## src/rtl/memory_stage.sv

```systemverilog
// RV32I memory stage: formats load/store requests to the data memory port and
// registers the completed instruction, ALU result and extended load data for writeback.
module memory_stage (
  input  logic        clk,
  input  logic        rst,
  input  logic        valid_i,
  input  logic [31:0] instr_i,
  input  logic [31:0] alu_result_i,
  input  logic [31:0] store_data_i,
  output logic        stall_o,
  output logic        dmem_req_o,
  output logic        dmem_we_o,
  output logic [31:0] dmem_addr_o,
  output logic [3:0]  dmem_be_o,
  output logic [31:0] dmem_wdata_o,
  input  logic        dmem_gnt_i,
  input  logic        dmem_rvalid_i,
  input  logic [31:0] dmem_rdata_i,
  output logic [31:0] instr_o,
  output logic [31:0] alu_result_o,
  output logic [31:0] data_o,
  output logic        misalign_o
);

  localparam logic [0:0] IDLE      = 1'b0;
  localparam logic [0:0] WAIT_RESP = 1'b1;

  localparam logic [6:0] OP_LOAD  = 7'b0000011;
  localparam logic [6:0] OP_STORE = 7'b0100011;

  logic [0:0]  state_q, state_d;
  logic [31:0] instr_q, instr_d;
  logic [31:0] alu_q, alu_d;
  logic [31:0] data_q, data_d;
  logic        misalign_q, misalign_d;

  logic [6:0]  opcode;
  logic [2:0]  funct3;
  logic [1:0]  addr_lo;
  logic        is_load_op, is_store_op, is_mem_op;
  logic        legal, misaligned, mem_ok, complete;

  // Lane-select then sign- or zero-extend the returned word.
  function automatic logic [31:0] load_extend(input logic [2:0]  f3,
                                              input logic [1:0]  a,
                                              input logic [31:0] rd);
    logic signed [7:0]  b_s;
    logic signed [15:0] h_s;
    logic signed [31:0] r_s;
    b_s = rd[{a, 3'b000} +: 8];
    h_s = a[1] ? rd[31:16] : rd[15:0];
    case (f3)
      3'b000:  r_s = b_s;
      3'b001:  r_s = h_s;
      3'b100:  r_s = $signed({24'b0, b_s});
      3'b101:  r_s = $signed({16'b0, h_s});
      default: r_s = $signed(rd);
    endcase
    return $unsigned(r_s);
  endfunction

  function automatic logic [3:0] byte_enables(input logic [1:0] size, input logic [1:0] a);
    case (size)
      2'b00:   return 4'b0001 << a;
      2'b01:   return a[1] ? 4'b1100 : 4'b0011;
      default: return 4'b1111;
    endcase
  endfunction

  function automatic logic [31:0] store_lanes(input logic [1:0] size, input logic [31:0] sd);
    case (size)
      2'b00:   return {4{sd[7:0]}};
      2'b01:   return {2{sd[15:0]}};
      default: return sd;
    endcase
  endfunction

  assign opcode      = instr_i[6:0];
  assign funct3      = instr_i[14:12];
  assign addr_lo     = alu_result_i[1:0];
  assign is_load_op  = (opcode == OP_LOAD);
  assign is_store_op = (opcode == OP_STORE);
  assign is_mem_op   = is_load_op | is_store_op;

  always_comb begin
    legal = 1'b0;
    if (is_load_op)
      legal = (funct3 == 3'b000) | (funct3 == 3'b001) | (funct3 == 3'b010) |
              (funct3 == 3'b100) | (funct3 == 3'b101);
    else if (is_store_op)
      legal = (funct3 == 3'b000) | (funct3 == 3'b001) | (funct3 == 3'b010);
  end

  assign misaligned = ((funct3[1:0] == 2'b01) & addr_lo[0]) |
                      ((funct3[1:0] == 2'b10) & (addr_lo != 2'b00));
  assign mem_ok     = valid_i & legal & !misaligned;

  assign dmem_we_o    = dmem_req_o & is_store_op;
  assign dmem_addr_o  = {alu_result_i[31:2], 2'b00};
  assign dmem_be_o    = byte_enables(funct3[1:0], addr_lo);
  assign dmem_wdata_o = store_lanes(funct3[1:0], store_data_i);

  always_comb begin
    state_d    = state_q;
    stall_o    = 1'b0;
    dmem_req_o = 1'b0;
    complete   = 1'b0;
    if (state_q == IDLE) begin
      dmem_req_o = mem_ok;
      stall_o    = mem_ok & (is_load_op | !dmem_gnt_i);
      complete   = valid_i & (!is_mem_op | (mem_ok & is_store_op & dmem_gnt_i));
      if (mem_ok & is_load_op & dmem_gnt_i)
        state_d = WAIT_RESP;
    end else begin
      stall_o  = !dmem_rvalid_i;
      complete = dmem_rvalid_i;
      if (dmem_rvalid_i)
        state_d = IDLE;
    end
    // Reset masks the handshake so nothing is requested or stalled while it is held.
    if (rst) begin
      dmem_req_o = 1'b0;
      stall_o    = 1'b0;
    end
  end

  always_comb begin
    instr_d    = complete ? instr_i : 32'h0;
    alu_d      = complete ? alu_result_i : 32'h0;
    data_d     = (complete && state_q == WAIT_RESP) ?
                 load_extend(funct3, addr_lo, dmem_rdata_i) : 32'h0;
    misalign_d = (state_q == IDLE) & valid_i & legal & misaligned;
  end

  always_ff @(posedge clk) begin
    if (rst) begin
      state_q    <= IDLE;
      instr_q    <= 32'h0;
      alu_q      <= 32'h0;
      data_q     <= 32'h0;
      misalign_q <= 1'b0;
    end else begin
      state_q    <= state_d;
      instr_q    <= instr_d;
      alu_q      <= alu_d;
      data_q     <= data_d;
      misalign_q <= misalign_d;
    end
  end

  assign instr_o      = instr_q;
  assign alu_result_o = alu_q;
  assign data_o       = data_q;
  assign misalign_o   = misalign_q;

endmodule

```

## config.mk

```make
export PLATFORM = sky130hd
export DESIGN_NAME = memory_stage
export DESIGN_NICKNAME = d
export VERILOG_FILES = /design/src/rtl/memory_stage.sv
export SDC_FILE = /design/constraint.sdc
export NUM_CORES = 1
export LEC_CHECK = 0
export ABC_AREA = 1
export CELL_PAD_IN_SITES_DETAIL_PLACEMENT = 1
export CELL_PAD_IN_SITES_GLOBAL_PLACEMENT = 1
export CORE_UTILIZATION = 26
export DETAILED_ROUTE_END_ITERATION = 10
export PLACE_DENSITY = 0.89
export SYNTH_ARGS = -nofsm -noshare
export SYNTH_HDL_FRONTEND = slang
export SYNTH_SLANG_ARGS = --single-unit
```

## constraint.sdc

```tcl
create_clock -name clk -period 3.7 [get_ports clk]
set_input_delay 0.74 -clock clk [delete_from_list [all_inputs] [get_ports clk]]
set_output_delay 0.74 -clock clk [all_outputs]
set_load 0.02 [all_outputs]
```

== Word level (Yosys, flattened, before mapping) ==
Cells that the tools add are included.
Word-level totals
  register bits: 98
  bits in latches: 0
  memory bits (writable): 0
  ROM bits: 0
  input port bits: 133
  memories kept: 0
Operators by class
  add/subtract/negate cells: 0
  $mul: 0
  divide/modulo/power cells: 0
  magnitude comparators: 0
  equality and inequality tests: 8
  shift-type cells: 2
  mux-type cells: 15
  bitwise gates (word level): 25
  reductions and logical operators: 10
Operator list (count)
  one-hot mux 32 bit (4 select lines): 1
  one-hot mux 32 bit (2 select lines): 1
  variable part select 32 x 6 -> 8 bit: 1
  2-to-1 mux 16 bit: 1
  bitwise AND 1 bit: 14
  2-to-1 mux 1 bit: 10
  OR 1 bit: 8
  one-hot mux 4 bit (2 select lines): 1
  == test 7 x 2 -> 1 bit (second input constant): 1
  == test 7 x 6 -> 1 bit (second input constant): 1
  == test 3 bit (second input constant): 2
  logical NOT 1 bit: 4
  2-to-1 mux 4 bit: 1
  OR reduction 2 bit: 2
  left shift 1 x 2 -> 4 bit (first input constant): 1
  == test 3 x 1 -> 1 bit (second input constant): 1
  == test 3 x 2 -> 1 bit (second input constant): 1
  logical NOT 3 bit: 1
  NOT 1 bit: 3
  == test 2 x 1 -> 1 bit (second input constant): 1
  == test 2 bit (second input constant): 1
  logical NOT 2 bit: 1
  nonzero test 2 bit: 1
  logical AND 1 bit: 1

== Depth between registers and ports, before layout ==
Gate-level depths: netlist of the first run.
  depth in word-level cells: 16
  mapped depth: 12
  depth with buffers taken out: 10

== Worst setup path before layout of the first run ==
No wires, ideal clock.
  kind: input port to output port
  start: input instr_i[2]
  end: output stall_o
  arrival: 1.881 ns
  slack: 1.079 ns
  stages on the path: 9
  buffers on the path: 0
  cell sequence: inv_1 -> nand2_1 -> nor2_1 -> nand3_1 -> nand2_1 -> inv_1 -> nor2_1 -> nand2_1 -> o21ai_0
Between the ends
  word-level cells in the longest chain between the ends: 8
  elaborated cells on any way between the ends: 10
RTL lines
  start: declaration: RTL line 7  | input logic [31:0] instr_i,
  == test 7 x 6 -> 1 bit: RTL line 82  | assign is_store_op = (opcode == OP_STORE);
  2-to-1 mux 1 bit: RTL line 90  | else if (is_store_op)
  2-to-1 mux 1 bit: RTL line 87  | if (is_load_op)
  bitwise AND 1 bit (2 in series): RTL line 96  | assign mem_ok = valid_i & legal & !misaligned;
  bitwise AND 1 bit *: RTL line 110  | stall_o = mem_ok & (is_load_op | !dmem_gnt_i);
  2-to-1 mux 1 bit *: RTL line 108  | if (state_q == IDLE) begin
  2-to-1 mux 1 bit *: RTL line 121  | if (rst) begin
  end: declaration: RTL line 10  | output logic stall_o,
Mark *: on every way between the ends. The rest lies on a longest branch, timed or not.

== Worst setup path in the final report of the first run ==
  start: input instr_i[6]
  end: output dmem_req_o
Between the ends
  word-level cells in the longest chain between the ends: 7
  elaborated cells on any way between the ends: 8
RTL lines
  == test 7 x 6 -> 1 bit: RTL line 82
  2-to-1 mux 1 bit: RTL line 90
  2-to-1 mux 1 bit *: RTL line 87
  bitwise AND 1 bit * (2 in series): RTL line 96
  2-to-1 mux 1 bit *: RTL line 108
  2-to-1 mux 1 bit *: RTL line 121
  end: declaration: RTL line 11  | output logic dmem_req_o,
Marks and branches as above.

==> out/metrics.csv, run 1 <==
stage,metric,value,unit
global_routing,grt_pass1_vias,4965,
final_layout,multiInputGateArea,1658,um2
synthesis,synth_warnings,0,
synthesis,synthMuxAreaShare,0,
synthesis,synth_top_area_frac,0.4385,
final_layout,area_delta_synth_final,72.29,%
sta,period_share,0.9203,
sta,setup_viol,0,
floorplan,core,16700,um2
synthesis,synth-xor-area-share,0,
detailed_routing,wire_per_inst,16.16,um
critical_path,cp-end-kind,primary output,
placed_design,numPortBuffers,298,
detailed_routing,via_per_inst,4.383,
sta,tightestPinTransition,840.1,ps
placed_design,pre_cts_ws,48.63,ps
synthesis,synth.ff_latch_count,98,
global_routing,met2_usage,0.3583,
final_layout,drive_gt1_frac,0.1259,
clocking,clock_sinks,98,
synthesis,seq_area_frac_synth,0.4385,
floorplan,dieArea,17740,um2
global_routing,grt_usage,0.1932,
synthesis,synth_commonest_cells,"101 x inv_1, 101 x nand2_1, 98 x dfxtp_1",
synthesis,synth_top_family_by_area,compound AO/OA/AOI/OAI gates,
hold_path,hold_class,reg2reg,
floorplan,initial_core_util,0.2679,
placed_design,globalplace.congestion,0.8573,
critical_path,rr_worst_depth,5,
synthesis,syn_inst,582,
hold_path,min_path_cells,2,
critical_path,crit_required,2960,ps
placed_design,dpl_cell_area,7410,um2
global_routing,grt_max_degree,41,
critical_path,critPathMaxStageDelay,600,ps
global_routing,grt_use_met3,0.04795,
synthesis,synth_area,4474,um2
critical_path,path_class,in2out,
clocking,cts_tree,built,
sta,maxSlewViolCount,0,
power_and_ir_drop,ir_worst_vdd,0.1995,mV
detailed_routing,wirelength,17160,um
power_and_ir_drop,cellPowerDensity,338.8,nW/um2
synthesis,synth_compound_area_frac,0.2215,
synthesis,synth_flop_cell,dfxtp_1,
detailed_routing,num_vias,4655,
final_layout,nFillCells,1979,
global_routing,grt_pass1_wl,26330,um
critical_path,worstReg2RegEnd,data_o[1],
sta,timing.final.hold_violations,0,
critical_path,path_cells,"clkdlybuf4s50_1, inv_1, nand2_1, nor2_1, nand3_1, nand2_1, inv_1, nor2_1, nand2_1, inv_1, clkdlybuf4s50_1",
sta,min_period,3405,ps
clocking,clockBufferDepth,2,
synthesis,synth_edf_count,0,
global_routing,grt.overflow.total,0,
sta,skew,10.93,ps
detailed_routing,drt_pass1_iterations,4,
global_routing,grt_busiest_layer,met2,
detailed_routing,drc,0,
synthesis,yosys.area_share.adder,0,
critical_path,cp-start-kind,primary input,
detailed_routing,ant_nets,0,
power_and_ir_drop,power_leakage,3.414,nW
critical_path,slowest_stage,clkdlybuf4s50_1,
clocking,hold_buffers,0,
hold_path,min_to,state_q,
synthesis,postSynthAreaPerCell,7.688,um2
critical_path,cp_max_fo,4,
final_layout,ff_latch_area,1962,um2
synthesis,synth.largest_area_cell,dfxtp_1,
clocking,clkLatencyLatePin,350,ps
final_layout,finalInstanceArea,7709,um2
sta,slew_headroom,0.4386,
clocking,htreeDepth,3,
final_layout,antennaDiodeCount,0,
global_routing,antenna_found_initial,0,
clocking,cts_buffers,9,
critical_path,arrival,2670,ps
synthesis,synthDistinctLibCells,26,
synthesis,async_flop_share,0,
synthesis,synth.area.top_cells,"dfxtp_1 44%, a21oi_2 12%, inv_1 8.5%",
placed_design,placedCellCount,1046,
hold_path,min_from,state_q,
critical_path,reg2reg_from,state_q,
clocking,post_cts_buffers,0,
global_routing,use_met1,0.2028,
clocking,clk_pin_slew_worst_paths,60,ps
synthesis,yosys.area_share.simple,0.1435,
placed_design,hpwl,13880,um
floorplan,fp.dieW,133.2,um
clocking,cts_resized,0,
final_layout,finalNonFillerCells,1062,
final_layout,num-nets-final,970,
sta,max_freq,0.2937,GHz
clocking,cts_root_buffer,clkbuf_16,
floorplan,num_rows,47,
sta,rsz0062_at_grt,no,
sta,tns,0,ps
job,maxCapViolations,0,
critical_path,regToRegSetupSlack,1930,ps
detailed_routing,drt_iter0_drc,171,
status,outcome,completed,
floorplan,die_y,133.2,um
floorplan,ioPinCount,301,
sta,finalWorstSetupSlack,294.8,ps
## state kept, by name, summed over array words and instances (netlist names)
name,flops
data_o,32
state_q,1
instr_o,32
alu_result_o,32
misalign_o,1
## cells by family (layout without fill, tap and decap cells)
| family | after synthesis | in the layout |
|---|---|---|
| buf+inv | 178 | 437 |
| other cells | 1 | 2 |
| flops | 98 | 98 |
| compound gates | 148 | 148 |
| simple gates | 157 | 157 |
## critical path, delay by kind of cell
kind / cells / cell delay (ps)
buf+inv: 5 / 1230
simple gates: 6 / 710
## layout by cell type (no fill, tap or decap), types with 2 or more instances in the layout
master | netlist | routed
dfxtp_1 | 98 | 98
nand3_1 | 26 | 25
buf_4 | 42 | 17
clkbuf_16 | 0 | 9
a21oi_2 | 60 | 60
clkinvlp_4 | 0 | 2
inv_2 | 4 | 4
o21ai_1 | 6 | 6
nor2_2 | 1 | 3
o21ai_0 | 29 | 29
inv_1 | 101 | 101
a21oi_1 | 40 | 40
o22ai_1 | 7 | 7
clkinv_4 | 0 | 2
clkdlybuf4s50_1 | 0 | 295
o211ai_1 | 4 | 4
nand2_1 | 101 | 101
inv_6 | 0 | 2
nor2_1 | 24 | 22
conb_1 | 1 | 2
dlymetal6s2s_1 | 0 | 2
## where the power goes
group / internal, mW / switching [mW] / total, mW
Clock: 0.482 / 0.440 / 0.922
Combinational: 0.307 / 0.294 / 0.600
Sequential: 1.08 / 0.00738 / 1.09
## area by class of cell
type                    count  share of cell area
inverters                 105             0.05113
repair buffers            316              0.4061
multi-input cells         307              0.2151
clock buffers              10             0.03100
well taps                 220             0.03571
flip-flops and latches     98              0.2545
clock inverters             6            0.006492
## through the flow
step           total power [mW]  utilization  hold slack (ps)
2_1_floorplan             1.397            -            496.8
3_3_place_gp              1.703       0.4437            620.9
3_5_place_dp              1.717       0.4437            607.3
4_1_cts                   2.647       0.4610            626.0
5_1_grt                   2.728       0.4616            656.4
6_report                  2.612       0.4616            629.8
## worst max path at each step
stage               startpoint  slack (ps)         end
floorplan           instr_i[2]        1080     stall_o
global placement    instr_i[1]         150   dmem_we_o
detailed placement  instr_i[1]          50     stall_o
CTS                 instr_i[1]          40     stall_o
global route        instr_i[4]          90  dmem_req_o
finish              instr_i[6]         290  dmem_req_o
## routing by layer
| metal | vias to the layer above | part of all wire |
|---|---|---|
| met5 | - | 0 |
| met4 | 0 | 0.035 |
| met3 | 33 | 0.069 |
| met2 | 202 | 0.52 |
| met1 | 2136 | 0.38 |
| li1 | 2284 | - |
(Power assumes the default switching activity.)
==> inputs of run 2 (changes only) <==
--- a/config.mk
+++ b/config.mk
@@ -6,11 +6,14 @@
 export NUM_CORES = 1
 export LEC_CHECK = 0
 export ABC_AREA = 1
+export ABC_CLOCK_PERIOD_IN_PS = 3700
 export CELL_PAD_IN_SITES_DETAIL_PLACEMENT = 1
 export CELL_PAD_IN_SITES_GLOBAL_PLACEMENT = 1
+export CORE_MARGIN = 3
 export CORE_UTILIZATION = 26
 export DETAILED_ROUTE_END_ITERATION = 10
 export PLACE_DENSITY = 0.89
+export RECOVER_POWER = 25
 export SYNTH_ARGS = -nofsm -noshare
 export SYNTH_HDL_FRONTEND = slang
 export SYNTH_SLANG_ARGS = --single-unit
==> run 2 against run 1 <==
  * Power increased by 0.53%
  * Critical path depth decreased by 4
  * Wire length increased by 5.5%
  * Design area about the same
  * Combinational power about the same
  * Critical endpoint is now dmem_wdata_o[27]
  * Critical path type unchanged
  * Highest routed layer unchanged
==> out/metrics.csv, run 2 (synthesis results as in run 1) <==
stage,metric,value,unit
placed_design,hpwl,14500,um
global_routing,grt_max_degree,66,
critical_path,cp_num_buf_inv,4,
sta,skew,5.747,ps
placed_design,globalplace.congestion,0.8960,
detailed_routing,drt_pass1_iterations,4,
power_and_ir_drop,power_leakage,3.637,nW
clocking,clkLatencyLatePin,340,ps
floorplan,fp.dieW,137.2,um
floorplan,num_rows,47,
final_layout,area_delta_synth_final,72.34,%
sta,tightestPinTransition,1116,ps
critical_path,crit_required,2960,ps
detailed_routing,via_per_inst,4.370,
critical_path,cp-start-kind,primary input,
status,outcome,completed,
power_and_ir_drop,p_comb_frac,0.228,
critical_path,slowest_stage,clkdlybuf4s50_1,
sta,max_freq,0.3007,GHz
sta,timing.final.hold_violations,0,
sta,setup_viol,0,
power_and_ir_drop,cellPowerDensity,340.5,nW/um2
power_and_ir_drop,ir_worst_vdd,0.1726,mV
clocking,htreeDepth,3,
critical_path,path_cells,"clkdlybuf4s50_1, buf_4, nor2_2, buf_4, nand2_1, o211ai_1, clkdlybuf4s50_1",
clocking,cts_root_buffer,clkbuf_16,
critical_path,worstReg2RegEnd,data_o[11],
critical_path,arrival,2590,ps
final_layout,nFillCells,2005,
critical_path,critPathMaxStageDelay,630,ps
sta,rsz0062_at_grt,no,
floorplan,die_y,137.2,um
final_layout,drive_gt1_frac,0.1213,
clocking,clk_pin_slew_worst_paths,70,ps
floorplan,core,16700,um2
critical_path,reg2reg_from,state_q,
placed_design,numPortBuffers,298,
hold_path,hold_class,reg2reg,
placed_design,pre_cts_ws,73.87,ps
detailed_routing,wire_per_inst,17.07,um
sta,min_period,3325,ps
sta,period_share,0.8988,
detailed_routing,drc,0,
global_routing,grt_pass1_wl,26740,um
job,maxCapViolations,0,
detailed_routing,num_vias,4637,
sta,slew_headroom,0.2559,
detailed_routing,ant_nets,0,
power_and_ir_drop,intPower,1.920,mW
global_routing,grt_pass1_vias,5061,
critical_path,path_depth,7,
critical_path,rr_worst_depth,4,
critical_path,crit_path_start,instr_i[12],
clocking,clockBufferDepth,2,
clocking,cts_tree,built,
power_and_ir_drop,seq_power_share,0.415,
global_routing,grt.overflow.total,0,
critical_path,crit_family,buffers and inverters,
detailed_routing,drt_iter0_drc,103,
critical_path,cp_max_fo,9,
sta,finalWorstSetupSlack,374.5,ps
final_layout,num-nets-final,971,
floorplan,initial_core_util,0.2679,
critical_path,setup.worst_path.end,dmem_wdata_o[27],
clocking,clock_sinks,98,
clocking,cts_buffers,9,
global_routing,antenna_found_initial,0,
detailed_routing,wirelength,18110,um
clocking,hold_buffers,0,
final_layout,mostFrequentLayoutCells,"229 x clkdlybuf4s50_1, 101 x inv_1, 101 x nand2_1",
power_and_ir_drop,p_sw_frac,0.2688,
critical_path,cp-end-kind,primary output,
global_routing,grt_usage,0.1861,
floorplan,ioPinCount,301,
sta,maxSlewViolCount,0,
final_layout,antennaDiodeCount,0,
power_and_ir_drop,p_switching,705.8,uW
sta,tns,0,ps
critical_path,path_class,in2out,
floorplan,dieArea,18820,um2
power_and_ir_drop,p_clk_frac,0.358,
final_layout,layout.cells.most_common,clkdlybuf4s50_1,
critical_path,regToRegSetupSlack,1990,ps
-- run 2: per-layer routing --
layer / global-route usage / share of wire / vias up
met5: 0 / 0 / -
met4: 0.08647 / 0.031 / 0
met3: 0.04675 / 0.083 / 29
met2: 0.3510 / 0.53 / 208
met1: 0.1912 / 0.36 / 2114
li1: - / - / 2286
-- run 2: worst register-to-register path, cell delays in order (launching register included) --
cell and delay (ps):
dfxtp_1 400, nand3_4 90, inv_1 670, o21ai_0 230, a21oi_1 220
-- run 2: final cells by class --
type	instances	area (um2)	area share
Tap cell	220	275.3	0.03570
Multi-Input combinational cell	307	1653	0.2143
Timing Repair Buffer	317	3137	0.4068
Sequential cell	98	1962	0.2544
Clock inverter	4	51.30	0.006653
Clock buffer	10	239.0	0.03099
Inverter	105	394.1	0.05111
-- run 2: per-stage QoR --
stage | instances | area, um2 | hold WS, ps | util | total power [mW]
3_3_place_gp | 1047 | 7417 | 565.1 | 0.4441 | 1.707
4_1_cts | 1061 | 7707 | 593.1 | 0.4615 | 2.679
2_1_floorplan | 583 | 4478 | 496.8 | - | 1.397
5_1_grt | 1061 | 7711 | 638.9 | 0.4617 | 2.744
6_report | 1061 | 7711 | 586.7 | 0.4617 | 2.625
3_5_place_dp | 1047 | 7417 | 588.6 | 0.4441 | 1.721
-- run 2: repair_timing --
action	4_1_cts	5_1_grt
setup endpoints to repair	0	3
buffers inserted	0	0
resized for setup	0	3
-- run 2: how the worst min path moves through the flow --
stage,start,to,slack (ps),cells past startpoint
floorplan,state_q,state_q,500,2
global placement,state_q,state_q,570,2
detailed placement,state_q,state_q,590,2
CTS,state_q,state_q,590,2
global route,state_q,state_q,640,2
finish,state_q,state_q,590,2
-- run 2: power groups by stage --
stage / Combinational [mW] / Clock (mW) / Sequential [mW]
2_1_floorplan: 0.246 / 0 / 1.15
3_3_place_gp: 0.594 / 0 / 1.11
3_5_place_dp: 0.606 / 0 / 1.12
4_1_cts: 0.610 / 0.979 / 1.09
5_1_grt: 0.639 / 1.01 / 1.09
6_report: 0.597 / 0.939 / 1.09
